--- src/rtl/mul32_seq_pkg.sv ---
// mul32_seq_pkg: shared state encodings and default operand width for the ALU multiplier.
package mul32_seq_pkg;
  localparam int N = 32;
  localparam logic [1:0] IDLE = 2'd0;
  localparam logic [1:0] CALC = 2'd1;
  localparam logic [1:0] FIX  = 2'd2;
  localparam logic [1:0] DONE = 2'd3;
endpackage

--- src/rtl/mul32_seq_mul_step.sv ---
// mul_step: one shift-add iteration, conditional add of mcand then shift {acc, mplier} right.
module mul_step #(
  parameter int n = 32
) (
  input  logic [n:0]   acc,
  input  logic [n-1:0] mplier,
  input  logic [n-1:0] mcand,
  output logic [n:0]   acc_next,
  output logic [n-1:0] mplier_next
);
  logic [n:0] sum;
  assign sum = acc + {1'b0, mplier[0] ? mcand : {n{1'b0}}};
  assign acc_next = {1'b0, sum[n:1]};
  assign mplier_next = {sum[0], mplier[n-1:1]};
endmodule

--- src/rtl/mul32_seq.sv ---
// mul32_seq: iterative signed/unsigned shift-add multiplier with start/busy/done handshake.
module mul32_seq
  import mul32_seq_pkg::*;
#(
  parameter int n = N
) (
  input  logic         clk,
  input  logic         rst,
  input  logic         start,
  input  logic         Signed_Op,
  input  logic [n-1:0] A,
  input  logic [n-1:0] B,
  output logic         Busy,
  output logic         Done,
  output logic [n-1:0] Mul_Hi,
  output logic [n-1:0] Mul_Lo,
  output logic         Mul_Zero,
  output logic         Mul_Overflow
);
  localparam int cw = $clog2(n + 1);
  logic [1:0] state;
  logic signed_op, neg;
  logic [n-1:0] mcand, mplier, mplier_next;
  logic [n:0] acc, acc_next;
  logic [cw-1:0] count;
  logic [2*n-1:0] raw, p;
  logic ovf;
  mul_step #(.n(n)) u_step (
    .acc(acc),
    .mplier(mplier),
    .mcand(mcand),
    .acc_next(acc_next),
    .mplier_next(mplier_next)
  );
  // acc's top bit is always zero after the final shift, so truncation is lossless
  assign raw = (2*n)'({acc, mplier});
  assign p = neg ? -raw : raw;
  assign ovf = signed_op ? (p[2*n-1:n] != {n{p[n-1]}}) : |p[2*n-1:n];
  assign Busy = (state == CALC) || (state == FIX);
  assign Done = state == DONE;
  always_ff @(posedge clk or posedge rst) begin
    if (rst) begin
      state <= IDLE;
      signed_op <= 1'b0;
      neg <= 1'b0;
      mcand <= '0;
      mplier <= '0;
      acc <= '0;
      count <= '0;
      Mul_Hi <= '0;
      Mul_Lo <= '0;
      Mul_Zero <= 1'b1;
      Mul_Overflow <= 1'b0;
    end else begin
      case (state)
        IDLE: if (start) begin
          signed_op <= Signed_Op;
          mcand <= (Signed_Op && A[n-1]) ? -A : A;
          mplier <= (Signed_Op && B[n-1]) ? -B : B;
          neg <= Signed_Op & (A[n-1] ^ B[n-1]);
          acc <= '0;
          count <= cw'(n);
          state <= CALC;
        end
        CALC: begin
          acc <= acc_next;
          mplier <= mplier_next;
          count <= count - 1'b1;
          if (count == cw'(1)) state <= FIX;
        end
        FIX: begin
          Mul_Hi <= p[2*n-1:n];
          Mul_Lo <= p[n-1:0];
          Mul_Zero <= ~|p;
          Mul_Overflow <= ovf;
          state <= DONE;
        end
        default: state <= IDLE;
      endcase
    end
  end
endmodule

--- config.mk ---
export PLATFORM = sky130hd
export DESIGN_NAME = mul32_seq
export DESIGN_NICKNAME = d
export VERILOG_FILES = /design/src/rtl/mul32_seq_pkg.sv /design/src/rtl/mul32_seq_mul_step.sv /design/src/rtl/mul32_seq.sv
export SDC_FILE = /design/constraint.sdc
export NUM_CORES = 1
export LEC_CHECK = 0
export BUFFER_PORTS_ARGS = -buffer_cell sky130_fd_sc_hd__buf_2
export CAP_MARGIN = 25
export CORE_MARGIN = 2
export CORE_UTILIZATION = 25
export DETAILED_ROUTE_END_ITERATION = 10
export SYNTH_ARGS = -nofsm -noshare
export SYNTH_HDL_FRONTEND = slang
export SYNTH_HIERARCHICAL = 1
export SYNTH_SLANG_ARGS = --single-unit
--- constraint.sdc ---
create_clock -name clk -period 5.4 [get_ports clk]
set_input_delay 0.54 -clock clk [delete_from_list [all_inputs] [get_ports clk]]
set_output_delay 0.54 -clock clk [all_outputs]
set_load 0.05 [all_outputs]
==> impl_results.md <==
- Starting density of the core: about a quarter
- Reg2reg start: mplier[4]
- Area Growth Syn to Fin: 13.07%
- Cell with the most instances after synthesis: dfrtp_1
- Fin nets: 1691
- Slowest CP cell: o41ai_1
- Total clock buffers created by CTS: 17
- First-pass GRT wire length: ~64000 um
- Outcome: finished clean
- Multi-input logic area: 7560 sq um
- # hold bufs at CTS: 0
- Synth Instances: 1540
- Top Ports: between 100 and 150
- Mapped Avg Cell Area: 8.178 sq um
- Gr usage total: 15.49%
- Crit end category: flip-flop
- Root buffer cell: clkbuf_16
- Inst Count DP: 2231
- Post-DP Area: 13620 sq um
- Clk_skew: 12.46 ps
- CTS resizes: 0
- Clk buf depth: 2
- Die area: 52190 sq um
- Die Y: 228.5 um
- Total gr overflow: 0
- CP delay by family, top: simple AND/OR/NAND/NOR gates
- Post-synth top area share: 34.17%
- Max-cap violation count: 0
- Drt pass-1 iters: 6
- Post-DP HPWL: about 32000 um
- Synth area leader: dfrtp_1
- RSZ-0062 raised after global routing: false
- Final GP Congestion: 0.9141
- CTS tree: built
- Filler cells: 5415
- Sink Count: 173
- FF-to-FF setup slack: 1300 ps
- Post-Layout Cell Count: roughly 2300
- IO buf count: 135
- Main synth FF type: dfrtp_1
- Worst path bufs/invs: 0
- Largest net degree at the start of global routing: 76
- Post-synth EDFFs: 0
- Core area: 49970 sq um
- Die Span X: 228.5 um
- Pin slew with the least headroom to its limit: 980.2 ps
- Register clock-pin slew on the reported worst setup and hold paths: 70 ps
- Final min period: 4101 ps
- Achievable frequency: 243.8 MHz
- Setup crit start kind: flip-flop
- Max-slew violation count: 0
- Leak: ~6 nW
- Pwr Total: ~9 mW
- Via-to-Cell Ratio: 5.019
- Hold Vio Cnt, Final: 0
- Crit path kind: reg -> reg
- FF/Latch Area: 4332 sq um
- Synth Register Bits: 173
- Tcrit/Tclk final: 75.95%
- Worst-Skew Late Latency: 460 ps
- CP Cell Sequence: or4_1 -> or4_4 -> o41ai_1 -> xor2_1 -> nor4_1 -> nand3_1 -> or4_1 -> o21ai_0 -> a21oi_1
- WHS: 90.55 ps
- Crit path max fanout: 13
- Layout cells sized above 1: 13.56%
- Final instance area: 14240 sq um
- # rows: 82
- Most frequent CP cell: or4_1
- Post-route ant nets: 0
- Syn_nets: 1651
- DRT iter0 DRCs: between 1000 and 1500
- Worst EP required: 5740 ps
- Final Setup Violations: 0
- Yosys cell types: 77
- CP arrival: 4440 ps
- Post-synth top cells: 172 x dfrtp_1, 154 x nand2_1, 149 x nor2_1
- Postcts setup bufs: 0
- Syn Std Cell Area: around 13000 sq um
- H-tree depth: 4
- Initial antenna violation count: 4
- DR WL/cell: 17.85 um
- Cell count of the worst reg-to-reg path: 9
- Drt drc: 0
- Synth top area cells: dfrtp_1 34%, xor2_1 6.5%, a21oi_1 5.7%
- Via count: approximately 11000
- Setup_tns: 0 ps
- Total power density per cell area: 632.0 nW/um^2
- Synthesis Warnings: 6
- Async SR Flop Fraction: 100.0%
- Worst vdd ir: 0.0002464 V
- Sequential share of the synthesized area: 34.38%
- Final WL: 40440 um
- Worst Hold Class: in -> async
- Vias in the first global route: ~11000
- Rel. slew slack: 34.51%
- Slowest Stage Delay on Critical Path: 710 ps
- Reg2reg end: Mul_Overflow
-- registers in the layout, indices dropped and copies added (netlist names) --
name,cells
Mul_Hi,32
Mul_Lo,32
Mul_Overflow,1
Mul_Zero,1
acc,33
count,6
mcand,32
mplier,32
neg,1
signed_op,1
state,2
-- kinds of logic (layout without fill, tap and decap cells) --
logic type,after synthesis,in the layout,synth area share [%]
AO/OA/AOI/OAI,426,426,21.11
buffers and inverters,159,212,5.831
flip-flops,173,173,34.38
multiplexers,16,16,1.341
AND/OR/NAND/NOR,569,569,22.27
other,1,2,0.02977
XOR/XNOR,153,153,10.70
adder cells (fa/ha/maj),43,43,4.331
-- power breakdown --
part           internal [mW]  leakage (nW)  total (mW)  switching, mW
Combinational           1.62          3.65        5.13           3.51
Clock                  0.695         0.280        1.26          0.561
Sequential              1.90          2.10        2.62          0.719
-- cell usage in the layout, fill, tap and decap left out, drive strengths merged, types with 4 or more instances in the layout --
master,count
mux2,7
o211ai,4
clkbuf,19
nand3,25
clkinv,6
inv,33
a2111oi,5
o21ai,123
a32oi,5
a31oi,12
nand2b,16
mux2i,9
or4,24
nor3,35
a21o,20
o21a,4
nor3b,5
xor2,95
o31ai,20
dfrtp,172
buf,149
or2,9
xnor2,58
ha,42
and3,11
a21boi,4
or3,25
a211oi,10
a21oi,144
and2,42
nor2b,14
nand4,22
nor2,149
a22o,33
o41ai,21
nand2,154
nor4,27
-- area by class of cell --
type,count,area share [%]
multi-input cells,1208,53.08
flip-flops and latches,173,30.42
well taps,672,5.904
repair buffers,149,5.623
clock buffers,19,3.110
clock inverters,13,0.9928
inverters,31,0.8522
diodes,1,0.01757
-- worst reg2reg max path, delay by kind of cell (launching register included) --
kind	cells	cell delay [ps]
compound gates	3	980
simple gates	5	2340
xor+xnor	1	190
flops	1	480
-- per-layer routing --
layer	wire (um)	vias to the layer above	track usage, %
li1	-	5548	-
met1	20230	5487	22.40
met2	17560	286	23.35
met3	1847	47	2.757
met4	763	6	4.739
met5	33	-	0
-- worst max-delay path by stage --
stage	from	to	slack, ps	cells after the start
6_report	mplier[4]	Mul_Overflow	1300	9
5_1_grt	mplier[5]	Mul_Overflow	1080	9
4_1_cts	mplier[4]	Mul_Zero	1250	9
3_5_place_dp	mplier[4]	Mul_Zero	1280	9
3_3_place_gp	mplier[4]	Mul_Zero	1320	9
2_1_floorplan	rst	Mul_Hi[0]	170	1
-- metrics by stage --
step	util, %	worst slack, ps
detailed placement	27.26	1277
floorplan	-	173.2
CTS	28.43	1255
global placement	27.26	1319
global route	28.50	1081
finish	28.50	1299
(Power assumes the default switching activity.)
